## src/rtl/biriscv_fetch_buffer_pkg.sv

```systemverilog
// biriscv_fetch_buffer_pkg: shared widths for the fetch-to-issue buffer.
package biriscv_fetch_buffer_pkg;
  localparam int LANE_W = 32;
  localparam int LANES_MAX = 4;
endpackage

```

## src/rtl/biriscv_fetch_lane_mask.sv

```systemverilog
// biriscv_fetch_lane_mask: valid lanes of a fetch word from its start lane and predicted-taken flags.
module biriscv_fetch_lane_mask #(
  parameter int LANES = 2,
  parameter int LSW = $clog2(LANES)
) (
  input  logic [LSW-1:0]   start_i,
  input  logic [LANES-1:0] pred_i,
  output logic [LANES-1:0] mask_o
);
  logic blk;
  always_comb begin
    blk = 1'b0;
    mask_o = '0;
    for (int k = 0; k < LANES; k++) begin
      mask_o[k] = (k >= int'(start_i)) && !blk;
      blk = blk | ((k >= int'(start_i)) && pred_i[k]);
    end
  end
endmodule

```

## src/rtl/biriscv_fetch_buffer.sv

```systemverilog
// biriscv_fetch_buffer: DEPTH-entry fetch word buffer with per-lane pop, start-lane masking and flush.
module biriscv_fetch_buffer
  import biriscv_fetch_buffer_pkg::*;
#(
  parameter int LANES = 2,
  parameter int DEPTH = 2,
  parameter int INFO_W = 10
) (
  input  logic                         clk_i,
  input  logic                         rst_i,
  input  logic                         flush_i,
  input  logic                         push_i,
  input  logic [31:0]                  pc_in_i,
  input  logic [LANES-1:0]             pred_in_i,
  input  logic [LANES*LANE_W-1:0]      data_in_i,
  input  logic [LANES*INFO_W-1:0]      info_in_i,
  output logic                         accept_o,
  output logic [LANES-1:0]             valid_o,
  output logic [LANES*32-1:0]          pc_out_o,
  output logic [LANES*LANE_W-1:0]      data_out_o,
  output logic [LANES*INFO_W-1:0]      info_out_o,
  input  logic [LANES-1:0]             pop_i,
  output logic [$clog2(DEPTH+1)-1:0]   count_o
);
  localparam int LSW = $clog2(LANES);
  localparam int PW = $clog2(DEPTH);
  localparam int CW = $clog2(DEPTH+1);
  localparam int TW = 30 - LSW;
  if (!(LANES == 2 || LANES == LANES_MAX)) begin : g_bad_lanes
    $error("LANES must be 2 or 4");
  end
  logic [LANES-1:0]        valid_q [DEPTH];
  logic [LANES-1:0]        valid_d [DEPTH];
  logic [LANES*LANE_W-1:0] data_q [DEPTH];
  logic [LANES*LANE_W-1:0] data_d [DEPTH];
  logic [LANES*INFO_W-1:0] info_q [DEPTH];
  logic [LANES*INFO_W-1:0] info_d [DEPTH];
  logic [TW-1:0]           pc_q [DEPTH];
  logic [TW-1:0]           pc_d [DEPTH];
  logic [PW-1:0]           rd_ptr_q, rd_ptr_d, wr_ptr_q, wr_ptr_d;
  logic [CW-1:0]           count_q, count_d;
  logic [LANES-1:0]        mask, pop_w;
  logic                    push_w, retire, unused_pc;
  biriscv_fetch_lane_mask #(.LANES(LANES)) u_mask (
    .start_i(pc_in_i[LSW+1:2]),
    .pred_i (pred_in_i),
    .mask_o (mask)
  );
  assign unused_pc = ^pc_in_i[1:0];
  assign accept_o = count_q != CW'(DEPTH);
  assign push_w = push_i & accept_o;
  assign valid_o = (count_q != '0) ? valid_q[rd_ptr_q] : '0;
  assign pop_w = pop_i & valid_o;
  assign retire = (count_q != '0) && ((valid_q[rd_ptr_q] & ~pop_w) == '0);
  assign data_out_o = data_q[rd_ptr_q];
  assign info_out_o = info_q[rd_ptr_q];
  assign count_o = count_q;
  for (genvar k = 0; k < LANES; k++) begin : g_pc
    assign pc_out_o[k*32 +: 32] = (count_q != '0) ? {pc_q[rd_ptr_q], LSW'(k), 2'b00} : '0;
  end
  always_comb begin
    valid_d = valid_q;
    data_d = data_q;
    info_d = info_q;
    pc_d = pc_q;
    wr_ptr_d = wr_ptr_q;
    rd_ptr_d = rd_ptr_q;
    if (push_w && !flush_i) begin
      valid_d[wr_ptr_q] = mask;
      data_d[wr_ptr_q] = data_in_i;
      info_d[wr_ptr_q] = info_in_i;
      pc_d[wr_ptr_q] = pc_in_i[31:LSW+2];
      wr_ptr_d = (wr_ptr_q == PW'(DEPTH-1)) ? '0 : wr_ptr_q + 1'b1;
    end
    // a push never lands on the head while it holds valid lanes, so pops cannot collide with it
    valid_d[rd_ptr_q] = valid_d[rd_ptr_q] & ~pop_w;
    rd_ptr_d = retire ? ((rd_ptr_q == PW'(DEPTH-1)) ? '0 : rd_ptr_q + 1'b1) : rd_ptr_q;
    count_d = count_q + CW'(push_w) - CW'(retire);
    if (flush_i) begin
      for (int i = 0; i < DEPTH; i++) begin
        valid_d[i] = '0;
        info_d[i] = '0;
      end
      wr_ptr_d = '0;
      rd_ptr_d = '0;
      count_d = '0;
    end
  end
  always_ff @(posedge clk_i) begin
    if (rst_i) begin
      for (int i = 0; i < DEPTH; i++) begin
        valid_q[i] <= '0;
        data_q[i] <= '0;
        info_q[i] <= '0;
        pc_q[i] <= '0;
      end
      wr_ptr_q <= '0;
      rd_ptr_q <= '0;
      count_q <= '0;
    end else begin
      valid_q <= valid_d;
      data_q <= data_d;
      info_q <= info_d;
      pc_q <= pc_d;
      wr_ptr_q <= wr_ptr_d;
      rd_ptr_q <= rd_ptr_d;
      count_q <= count_d;
    end
  end
  always_ff @(posedge clk_i) begin
    if (!rst_i) assert (!(push_w && count_q == CW'(DEPTH))) else $error("push into full fetch buffer");
  end
endmodule

```

## config.mk

```make
export PLATFORM = sky130hd
export DESIGN_NAME = biriscv_fetch_buffer
export DESIGN_NICKNAME = d
export VERILOG_FILES = /design/src/rtl/biriscv_fetch_buffer_pkg.sv /design/src/rtl/biriscv_fetch_lane_mask.sv /design/src/rtl/biriscv_fetch_buffer.sv
export SDC_FILE = /design/constraint.sdc
export NUM_CORES = 1
export LEC_CHECK = 0
export ABC_AREA = 1
export BUFFER_PORTS_ARGS = -buffer_cell sky130_fd_sc_hd__buf_2
export CAP_MARGIN = 10
export CORE_MARGIN = 5
export CORE_UTILIZATION = 52
export CTS_BUF_LIST = sky130_fd_sc_hd__clkbuf_16
export DETAILED_ROUTE_END_ITERATION = 12
export HOLD_SLACK_MARGIN = 0.02
export PLACE_DENSITY_LB_ADDON = 0.15
export SKIP_LAST_GASP = 1
export SLEW_MARGIN = 20
export SYNTH_ARGS = -nofsm -noshare
export SYNTH_HDL_FRONTEND = slang
export SYNTH_HIERARCHICAL = 1
export SYNTH_SLANG_ARGS = --single-unit
```

## constraint.sdc

```tcl
create_clock -name clk_i -period 2.1 [get_ports clk_i]
set_input_delay 0.42 -clock clk_i [delete_from_list [all_inputs] [get_ports clk_i]]
set_output_delay 0.42 -clock clk_i [all_outputs]
set_load 0.01 [all_outputs]
```

### Word-level counts from Yosys, hierarchy flattened

Cells that the tools add are included.

| word-level totals | value |
|---|---|
| memories kept | 0 |
| memory bits (read-only) | 0 |
| logic and storage cells | 74 |
| input bits | 124 |
| latch bits | 0 |
| register bits after elaboration | 234 |
| bits in writable memories | 0 |
| output and inout bits | 153 |

| cells by class | value |
|---|---|
| divide/modulo/power cells | 0 |
| add/subtract/negate cells | 4 |
| muxes and demuxes | 36 |
| shift operators | 0 |
| $lt $le $gt $ge | 5 |
| bitwise gates (word level) | 7 |
| multipliers | 0 |
| equality and inequality tests | 1 |
| reductions and logical operators | 10 |

Operators with widths:

| operator | number |
|---|---|
| 64-bit two-way mux | 4 |
| 128-bit bitwise mux | 1 |
| 29-bit two-way mux | 4 |
| 20-bit two-way mux | 4 |
| 64-bit demux with 1-bit select | 1 |
| 32-bit two-way mux | 2 |
| 58-bit bitwise mux | 1 |
| 40-bit bitwise mux | 1 |
| 29-bit demux with 1-bit select | 1 |
| 20-bit demux with 1-bit select | 1 |
| 2-bit two-way mux | 9 |
| 4-bit bitwise mux | 2 |
| 2-bit bitwise AND | 3 |
| 1-bit logical AND | 5 |
| 2-bit demux with 1-bit select | 2 |
| 2-bit greater-or-equal comparator, second input constant | 2 |
| 2-bit by 1-bit < comparator with 1-bit output, second input constant | 2 |
| 4-bit two-way mux | 1 |
| 1-bit inverter with 2-bit output | 2 |
| 1-bit adder, second input constant | 2 |
| 2-bit by 1-bit adder with 2-bit output | 1 |
| 1-bit zero test | 2 |
| 2-bit zero test | 1 |
| 1-bit two-way mux | 2 |
| 7 further kinds | 7 |

### Longest topological paths before layout

Gate-level depths: netlist of the first run.

| logic depth | value |
|---|---|
| depth after elaboration | 12 |
| depth in mapped cells | 11 |
| gate-level depth less buffers | 10 |

### Hierarchy

The synthesis of the first run kept the hierarchy.

Modules (own cells, without submodules):

| module | area an instance (µm²) | cells an instance | instances | sequential area each (µm²) |
|---|---|---|---|---|
| biriscv_fetch_buffer | 9786.9 | 1338 | 1 | 4684.5 |
| biriscv_fetch_lane_mask | 10.0 | 2 | 1 | 0.0 |

### Worst setup path after synthesis of the first run

OpenSTA, ideal clock, no wires.

| timing | value |
|---|---|
| kind | reg-to-output |
| start | register count_q[1], in the netlist count_o[1] |
| end | output port pc_out_o[54] |
| required time | 1.680 ns |
| arrival time | 1.431 ns |
| buffers on the path | 2 |
| setup slack | 0.249 ns |
| stages on the path, launching flop included | 7 |
| cell sequence | dfxtp_1 > inv_1 > nand2_1 > clkbuf_1 > o21ai_0 > a21oi_1 > buf_4 |

| between the ends | value |
|---|---|
| cells in the longest elaborated chain, start to end | 2 |

RTL lines:

| element | RTL line | source |
|---|---|---|
| start: declaration | biriscv_fetch_buffer.sv:41 | `logic [CW-1:0] count_q, count_d;` |
| start signal: assignment | biriscv_fetch_buffer.sv:107 | `count_q <= count_d;` |
| 2-bit nonzero test | biriscv_fetch_buffer.sv:59 | `assign pc_out_o[k*32 +: 32] = (count_q != '0) ? {pc_q[rd_ptr_q], LSW'(k), 2'b00} : '0;` |
| 32-bit two-way mux | biriscv_fetch_buffer.sv:59 |  |
| end: declaration | biriscv_fetch_buffer.sv:19 | `output logic [LANES*32-1:0] pc_out_o,` |

No other way between the ends.

### Worst setup path after layout of the first run

| timing | value |
|---|---|
| start | register rd_ptr_q |
| end | output port pc_out_o[17] |

| between the ends | value |
|---|---|
| cells in the longest elaborated chain, start to end | 5 |

RTL lines:

| element | RTL line | source |
|---|---|---|
| start: declaration | biriscv_fetch_buffer.sv:40 | `logic [PW-1:0] rd_ptr_q, rd_ptr_d, wr_ptr_q, wr_ptr_d;` |
| start signal: assignment | biriscv_fetch_buffer.sv:106 | `rd_ptr_q <= rd_ptr_d;` |
| 1-bit inverter with 2-bit output (not written as such) | biriscv_fetch_buffer.sv:59 |  |
| 29-bit two-way mux (not written as such) (3 in a row) | biriscv_fetch_buffer.sv:59 |  |
| 32-bit two-way mux | biriscv_fetch_buffer.sv:59 |  |

No other way between the ends. The select of a mux whose other input is x is not followed.

==> results of run 1 <==
==> worst min-delay path by stage <==
stage,endpoint,slack [ns],cells past startpoint
after floorplan,data_q[80]$_SDFFE_PP0P_,0.42,2
after global placement,data_q[114]$_SDFFE_PP0P_,0.43,2
after detailed placement,data_q[78]$_SDFFE_PP0P_,0.44,2
after CTS,data_q[55]$_SDFFE_PP0P_,0.12,3
after global routing,data_q[48]$_SDFFE_PP0P_,0.13,3
final,data_q[56]$_SDFFE_PP0P_,0.15,3
==> layer usage <==
metal	vias up	global-route usage (%)	part of all wire, %
met2	283	37.2	48
met5	-	0	0.081
met1	4131	28.0	42
li1	4718	-	-
met4	6	4.99	1.8
met3	41	5.89	7.8
==> report_power, final <==
group	internal, mW	leakage, nW	switching, mW
Clock	2.26	0.385	1.70
Sequential	4.62	1.91	0.0601
Combinational	0.558	2.76	0.805
==> critical path: cells and delay by family (launching register included) <==
family / cells / cell delay, ns
buf+inv: 3 / 0.53
flops: 1 / 0.39
compound gates: 1 / 0.23
==> area by class of cell <==
type	instances	area [um2]	area share, %
flip-flops and latches	234	4690	38.4
multi-input cells	844	3900	32.0
repair buffers	312	2080	17.0
clock buffers	25	626	5.13
inverters	132	498	4.08
well taps	234	293	2.40
clock inverters	18	103	0.841
diodes	4	10.0	0.0820
==> synthesized netlist by cell type <==
cell,instances,share of area [%]
nor2_2,2,0.13
o21ai_1,4,0.20
a21oi_1,256,13
nand3_1,2,0.10
a211oi_1,1,0.077
xnor2_1,1,0.089
nand4_4,2,0.43
nor2_1,8,0.31
buf_2,40,2.0
nand3b_1,1,0.077
ha_1,2,0.26
inv_1,128,4.9
buf_4,38,2.9
conb_1,1,0.038
dfxtp_1,234,48
o21ai_0,230,12
nand2_2,2,0.13
buf_6,10,1.1
inv_2,4,0.15
nand2_1,327,13
or2_2,1,0.064
clkbuf_1,46,1.8
==> state kept, by name, indices dropped and copies added (netlist names) <==
register  cells
data_q      128
pc_q         58
info_q       40
valid_q       4
count_o       2
rd_ptr_q      1
wr_ptr_q      1
==> what timing repair did <==
item | CTS | global route
gates cloned | 2 | 12
setup buffers | 4 | 4
gates resized for setup | 12 | 41
pin swaps | 1 | 1
setup endpoints to repair | 122 | 113
hold endpoints to repair | 0 | 0
==> cells by family after synthesis <==
kind of cell | count (synthesis) | synth area share (%)
AOI/OAI and AO/OA | 491 | 25.1
and+or+nand+nor | 345 | 13.8
buffers and inverters | 266 | 12.9
DFF | 234 | 47.8
adders and majority gates | 2 | 0.255
xor gates and xnor gates | 1 | 0.0894
other | 1 | 0.0383
==> summary.md, run 1 <==
* finished, final reports clean — run status
* 481 MHz — Peak Freq
* 21700 um2 — Die Area
* data_in_i[56] — HP Start
* 0.797 — routability congestion estimate from global placement
* 2.08 ns — clock period minus worst slack
* 147 um — floorplan die width
* 0 — global route total overflow
* 0.0197 ns — post-layout worst setup margin
* 0 — remaining routing DRC violations
* 439 — 1st-iter DRT viols
* 22 — distinct cell type count of the synthesized netlist
* 0.17 ns — worst reg-to-reg setup slack
* 99.1% — ratio of final minimum period to clock period
* register — type of origin of the critical path
* 0 — final count of pins violating max slew
* rd_ptr_q$_SDFFE_PP0P_ — reg-to-reg critical path startpoint
* 268 — quantity of I/O buffers inserted on ports
* reg -> out — critical path class
* 0.665 mV — largest vdd supply drop
* 50 — number of rows created at floorplan
* 21.9% — total global routing track utilization
* built — TritonCTS clock tree
* 0 — remaining antenna violation count
* 5.05 nW — Lkg Pwr
* 25 — CTS buffer count
* 820 nW/um2 — Pwr per Cell Area
* 5 — antenna violations before repair
* 6 — Synth Warn #
* 0.150 ns — Hold Worst Slack
* 234 — number of synthesized register bits
* rd_ptr_q$_SDFFE_PP0P_ — CP startpoint
* 0.06 ns — clock transition at the register clock pins on the worst setup and hold paths after CTS
* 0 ns — setup total negative slack
* 277 — I/O Pins
* 24.5% — Area Overhead vs Synth
* 0.52 ns — clock latency at the later pin of the worst-skew pair
* 65.4% — final core utilization
* 1734 — placed instance count
* 11000 um2 — area of placed instances
* clkbuf_16 — library cell used as clock root buffer
* 326 x nand2_1, 267 x buf_2, 250 x a21oi_1, 231 x dfxtp_1, 203 x o21ai_0 — highest-count cells in the layout ignoring fill and taps
* pc_out_o[17] — capture point of the worst path
* 0 — hold-fix buffers at CTS
* buf_4, clkbuf_16, a21oi_1, buf_2 — sequence of cells on the critical path
* 0.260 ns — worst slack after detailed placement
* 5.09 — via density per instance
* 147 um — Die Y
* 5 — count of TritonRoute iterations in the first routing pass
* 0.39 ns — slowest cell delay on critical path
* 7.31 um2 — Synth Area per Inst
* output port — kind of end point of the critical path
* 9800 um2 — post-synth design cell area
* 0 — number of hold violations in the final report
* 9179 — via total after detailed routing
* 234 — Sink Count
* 40.3 mm — global-route wire length before repair
* 1340 — synthesized instance count
* 15.1 um — average wire per cell in the routed design
* 27.1 mm — total routed wirelength
* 18600 um2 — core outline area
* 11 — r2r worst-path depth
* 1699 — Filler cells
* 0.0244 ns — Worst Clk Skew
* dfxtp_4 — CP max-delay cell
* 23.5% — fraction of layout instances using a drive strength above 1
* count_o[1]$_SDFF_PP0_ — worst flop-to-flop path endpoint
* 16.0 mm — DPL Wire Length
* 21 — crit-path max FO
* 8018 — number of global-route vias before repair
* 0 — final number of setup-violating endpoints
* 52.6% — initial cell density of the core
* in -> reg — Hold Crit Class
* 86 — pin count of the biggest net entering global routing
* 3 — buffer depth of the longest clock path
* 47.8% — fraction of the yosys area taken by sequential cells
* 1.68 ns — Crit path required time
* 1.66 ns — WP data arrival
* 1675 — number of nets in the final layout
* 0 — MaxCap Viol Count
* 1803 — number of cells in the finished layout apart from fillers
* nand2_1 — most common library cell in the layout ignoring fill and taps
* true — unrepaired setup endpoints after global routing
* 1 — depth of the CTS H-tree
* 12200 um2 — final std cell area, no fill
* 10.0 mW — PnR Total Power
Power figures use the tool's default switching activity.
==> run 2, diff against run 1 <==
- GPL_TIMING_DRIVEN: unset -> 0
==> run 2 against run 1 <==
The run now ends with negative setup slack left. Die area unchanged. Register-to-register slack got worse by 0.11 ns. Critical path depth increased by 3. Global-route usage increased by 5.2 points. Core utilization increased by 7.9 points. Count of clock-buffer cells in the layout unchanged. Setup slack got worse by 0.097 ns. Routed wire length increased by 19%. Largest cell class unchanged. Largest power group unchanged.
==> summary.md, run 2 (synthesis gave the netlist of run 1 again) <==
* 0 — remaining routing DRC violations
* 268 — quantity of I/O buffers inserted on ports
* data_q — Most flops, register
* dfxtp_4 — CP max-delay cell
* 459 MHz — Peak Freq
* 13700 um2 — final std cell area, no fill
* 16.8% — power share of the combinational group
* 147 um — Die Y
* 10159 — via total after detailed routing
* 1.76 ns — WP data arrival
* 50 — number of rows created at floorplan
* 147 um — floorplan die width
* 5 — count of TritonRoute iterations in the first routing pass
* buf_12 — cell occurring most often along the worst timing path
* 57.4% — worst slew slack as a fraction of its limit
* 52.6% — initial cell density of the core
* 27.3% — Sw Ratio
* 14 — pin count of the biggest net entering global routing
* 4610 um2 — area occupied by multi-input gates
* 3 — number of cells traversed by the worst hold path
* 0.00895 ns — Worst Clk Skew
* 11400 um2 — area of placed instances
* 277 — I/O Pins
* 45.6% — part of the total power dissipated in sequential elements
* 21700 um2 — Die Area
* 12 — r2r worst-path depth
* finished, violations left — run status
* 0 — MaxCap Viol Count
* buf_12, buf_16, buf_12, clkbuf_16, nand2_2, o21ai_2, buf_2 — sequence of cells on the critical path
* 8 — antenna violations before repair
* 0.854 — routability congestion estimate from global placement
* 0 — number of hold violations in the final report
* 0.639 ns — Slew @ Worst Pin
* 0.51 ns — clock latency at the later pin of the worst-skew pair
* 2.81 mW — reported net switching power
* 7.47 mW — design internal power
* 0 — remaining antenna violation count
* register — type of origin of the critical path
* 104% — ratio of final minimum period to clock period
* 752 nW/um2 — Pwr per Cell Area
* 0.38 ns — slowest cell delay on critical path
* 0.06 ns — clock transition at the register clock pins on the worst setup and hold paths after CTS
* 3 — buffer depth of the longest clock path
* 0.649 mV — largest vdd supply drop
* 1777 — number of nets in the final layout
* reg -> out — critical path class
* 0 — global route total overflow
* 37.5% — fraction of power consumed by the clock network
* 24 — CTS buffer count
* in -> reg — Hold Crit Class
* 48.6 mm — global-route wire length before repair
* 17.0 um — average wire per cell in the routed design
* 1 — depth of the CTS H-tree
* 4690 um2 — sequential standard cell area
* 39.6% — Area Overhead vs Synth
* 1.68 ns — Crit path required time
* 5.33 — via density per instance
* 1460 — Filler cells
* 7 — instance count on the critical path
* 296 x nand2_1, 277 x buf_2, 231 x dfxtp_1, 227 x a21oi_1, 130 x o21ai_0 — highest-count cells in the layout ignoring fill and taps
* buffers and inverters — cell class contributing the biggest share of worst-path delay
* 32.3 mm — total routed wirelength
* 234 — Sink Count
* 27.1% — total global routing track utilization
* 18600 um2 — core outline area
* 0.163 ns — Hold Worst Slack
* output port — kind of end point of the critical path
* 5 — Bufs and invs on worst path
* -0.0768 ns — post-layout worst setup margin
* 2.18 ns — clock period minus worst slack
* clkbuf_16 — library cell used as clock root buffer
* 33.0% — fraction of layout instances using a drive strength above 1
* 49 — final number of setup-violating endpoints
* 21.2 mm — DPL Wire Length
* data_q: 128 flops, pc_q: 58 flops, info_q: 40 flops — leading registers by flop count
* 0 — final count of pins violating max slew
* built — TritonCTS clock tree
* nand2_1 — most common library cell in the layout ignoring fill and taps
* true — unrepaired setup endpoints after global routing
* 128 — number of flip-flops under the largest register name
* negative setup slack — violations in the final reports
* 5.57 nW — Lkg Pwr
* 0.06 ns — worst reg-to-reg setup slack
* 6 — crit-path max FO
* 643 — 1st-iter DRT viols
* 9740 — number of global-route vias before repair
-- run 2: worst paths after layout --
check	from	endpoint
worst max-delay path	rd_ptr_q$_SDFFE_PP0P_	data_out_o[17]
worst min-delay path	data_in_i[10]	data_q[10]$_SDFFE_PP0P_
worst max register to register	rd_ptr_q$_SDFFE_PP0P_	count_o[1]$_SDFF_PP0_
worst min register to register	data_q[101]$_SDFFE_PP0P_	data_q[101]$_SDFFE_PP0P_
-- run 2: repair_timing --
item                       in CTS  in global routing
buffers inserted                7                  5
setup endpoints to repair     145                125
pin swaps                       7                  9
cloned                          5                  8
resized for setup             253                143
hold buffers                    0                  0
-- run 2: cell type report --
class / instances / share of cell area, %
Tap cell: 234 / 2.14
Buffer: 122 / 7.23
Sequential cell: 234 / 34.3
Multi-Input combinational cell: 844 / 33.7
Clock buffer: 25 / 4.58
Clock inverter: 16 / 0.531
Antenna cell: 5 / 0.0915
Timing Repair Buffer: 293 / 13.8
Inverter: 132 / 3.66
-- run 2: worst min-delay path: stages --
cell	delay [ns]
buf_2	0.10
nand2_1	0.05
a21oi_1	0.05
-- run 2: metrics by stage --
step	instances	worst slack, ns	utilization [%]	setup TNS, ns	total power [mW]
3_3_place_gp	1846	-0.176	61.4	-6.75	6.00
6_report	1905	-0.0768	73.3	-1.75	10.3
4_1_cts	1895	-0.0662	70.2	-2.36	10.1
3_5_place_dp	1846	-0.218	61.4	-9.24	6.02
2_1_floorplan	1344	0.249	-	0	5.48
5_1_grt	1905	-0.113	73.3	-5.66	10.7
-- run 2: per-layer routing --
| metal | GRT usage [%] | vias to the layer above | part of all wire (%) |
|---|---|---|---|
| met4 | 8.90 | 6 | 2.8 |
| met2 | 47.8 | 376 | 49 |
| li1 | - | 4938 | - |
| met5 | 0 | - | 0.096 |
| met1 | 32.8 | 4768 | 40 |
| met3 | 6.17 | 71 | 7.7 |
-- run 2: power groups by stage --
stage          sequential, mW  clock (mW)  combinational [mW]
2_1_floorplan            4.76           0               0.722
3_3_place_gp             4.77           0                1.23
3_5_place_dp             4.77           0                1.25
4_1_cts                  4.68        3.91                1.53
5_1_grt                  4.70        4.11                1.86
6_report                 4.69        3.86                1.73
==> run 3, diff against run 2 <==
- CORE_UTILIZATION: 52 -> 50
==> run 3 against run 2 <==
The flow still finishes with violations (negative setup slack). Count of clock-buffer cells in the layout unchanged. Critical path type unchanged. Total power down 0.17%. Routed wire length up 2.7%. Sequential power about the same. Global-route usage down 0.27 points. Register-to-register slack better by 0.02 ns. Non-clock buffer count up 3. Largest power group unchanged. Maximum frequency down 0.48%. Combinational power about the same. Final area about the same. Clock power about the same. Sequential share of layout area about the same.
==> summary.md, run 3 (synthesis gave the netlist of run 1 again) <==
* -1.60 ns — setup total negative slack
* 9650 — number of global-route vias before repair
* in -> reg — Hold Crit Class
* 234 — Sink Count
* 50.5% — initial cell density of the core
* 51 — number of rows created at floorplan
* 70.5% — final core utilization
* 0.653 ns — Slew @ Worst Pin
* data_in_i[6] — HP Start
* 104% — ratio of final minimum period to clock period
* 10.3 mW — PnR Total Power
* 32.2% — fraction of layout instances using a drive strength above 1
* 305 x nand2_1, 278 x buf_2, 231 x dfxtp_1, 226 x a21oi_1, 143 x o21ai_0 — highest-count cells in the layout ignoring fill and taps
* 21.4 mm — DPL Wire Length
* clkbuf_16 — library cell used as clock root buffer
* 56.5% — worst slew slack as a fraction of its limit
* negative setup slack — violations in the final reports
* 457 MHz — Peak Freq
* 0.06 ns — clock transition at the register clock pins on the worst setup and hold paths after CTS
* 268 — quantity of I/O buffers inserted on ports
* 1645 — Filler cells
* 3 — number of cells traversed by the worst hold path
* buf_12 — cell occurring most often along the worst timing path
* 22500 um2 — Die Area
* 19400 um2 — core outline area
* data_q[6]$_SDFFE_PP0P_ — Hold EP
* true — unrepaired setup endpoints after global routing
* 0.0181 ns — Worst Clk Skew
* 1938 — number of cells in the finished layout apart from fillers
* buf_12, buf_12, buf_12, a21oi_4, buf_6, buf_6 — sequence of cells on the critical path
* -0.225 ns — worst slack after detailed placement
* 2.19 ns — clock period minus worst slack
* 17.1 um — average wire per cell in the routed design
* 0 — remaining antenna violation count
* 10243 — via total after detailed routing
* buffers and inverters — cell class contributing the biggest share of worst-path delay
* 7 — antenna violations before repair
* 0.158 ns — Hold Worst Slack
* data_q — Most flops, register
* count_o[1]$_SDFF_PP0_ — worst flop-to-flop path endpoint
* 0 — global route total overflow
* 150 um — Die Y
* data_q: 128 flops, pc_q: 58 flops, info_q: 40 flops — leading registers by flop count
* 5 — Bufs and invs on worst path
* 33.2 mm — total routed wirelength
* 567 — 1st-iter DRT viols
* 5 — count of TritonRoute iterations in the first routing pass
* 0.37 ns — slowest cell delay on critical path
* 0.660 mV — largest vdd supply drop
* 3 — buffer depth of the longest clock path
* -0.0873 ns — post-layout worst setup margin
* 1877 — placed instance count
* reg -> out — critical path class
* 11500 um2 — area of placed instances
* 7 — crit-path max FO
* 0.51 ns — clock latency at the later pin of the worst-skew pair
* 5.29 — via density per instance
* 0.08 ns — worst reg-to-reg setup slack
* 1 — depth of the CTS H-tree
* output port — kind of end point of the critical path
* 25 — CTS buffer count
* 12 — r2r worst-path depth
* rd_ptr_q$_SDFFE_PP0P_ — reg-to-reg critical path startpoint
* 0 — final count of pins violating max slew
* 0 — MaxCap Viol Count
* 0.810 — routability congestion estimate from global placement
* dfxtp_4 — CP max-delay cell
* 49.0 mm — global-route wire length before repair
* 150 um — floorplan die width
* built — TritonCTS clock tree
* 750 nW/um2 — Pwr per Cell Area
* register — type of origin of the critical path
* 1781 — number of nets in the final layout
* 13700 um2 — final std cell area, no fill
* 1.68 ns — Crit path required time
* 5.55 nW — Lkg Pwr
* finished, violations left — run status
* 13 — pin count of the biggest net entering global routing
* 1.77 ns — WP data arrival
* 0 — number of hold violations in the final report
* 277 — I/O Pins
* 48 — final number of setup-violating endpoints
* nand2_1 — most common library cell in the layout ignoring fill and taps
* 39.6% — Area Overhead vs Synth
* 0 — hold-fix buffers at CTS
* 26.9% — total global routing track utilization
* 128 — number of flip-flops under the largest register name
* 0 — remaining routing DRC violations
## run 3: cell types whose count changed in the layout (fill, tap and decap cells not counted), sizes merged
cell / previous run / this run
buf: 369 / 373
clkbuf: 71 / 70
clkinvlp: 1 / 0
diode: 5 / 3
inv: 135 / 137
## run 3: how the worst max path moves through the flow
stage	start	to	slack (ns)	cells after the start
floorplan	count_o[1]$_SDFF_PP0_	pc_out_o[54]	0.25	6
global placement	rd_ptr_q$_SDFFE_PP0P_	data_out_o[15]	-0.24	6
detailed placement	rd_ptr_q$_SDFFE_PP0P_	data_out_o[15]	-0.23	6
CTS	count_o[0]$_SDFF_PP0_	pc_out_o[39]	-0.06	7
global route	rd_ptr_q$_SDFFE_PP0P_	pc_out_o[35]	-0.12	6
finish	rd_ptr_q$_SDFFE_PP0P_	pc_out_o[35]	-0.09	6
## run 3: worst min-delay path: stages
cell     delay, ns
buf_2         0.10
nand2_1       0.05
a21oi_1       0.05
## run 3: repair_timing
item                       4_1_cts  5_1_grt
setup endpoints to repair      146      128
resized for setup              257      117
buffers inserted                 9        2
pin swaps                        5       11
cloned                           4        7
## run 3: metal layers
| layer | track usage (%) | wire length [um] | up-vias |
|---|---|---|---|
| li1 | - | - | 4950 |
| met1 | 33.5 | 13000 | 4778 |
| met2 | 45.6 | 16300 | 431 |
| met3 | 6.27 | 2830 | 76 |
| met4 | 9.47 | 1020 | 8 |
| met5 | 0 | 42 | - |
## run 3: power by group
part	total (mW)	switching (mW)	internal, mW
Clock	3.84	1.72	2.13
Combinational	1.73	1.02	0.710
Sequential	4.69	0.0737	4.62
Total	10.3	2.81	7.45
## run 3: layout make-up
type,count,area [um2],area share (%)
Antenna cell,3,7.51,0.0549
Buffer,128,1040,7.60
Clock buffer,25,626,4.57
Clock inverter,17,65.1,0.476
Inverter,132,498,3.64
Multi-Input combinational cell,844,4610,33.7
Sequential cell,234,4690,34.3
Tap cell,265,332,2.42
Timing Repair Buffer,290,1810,13.2
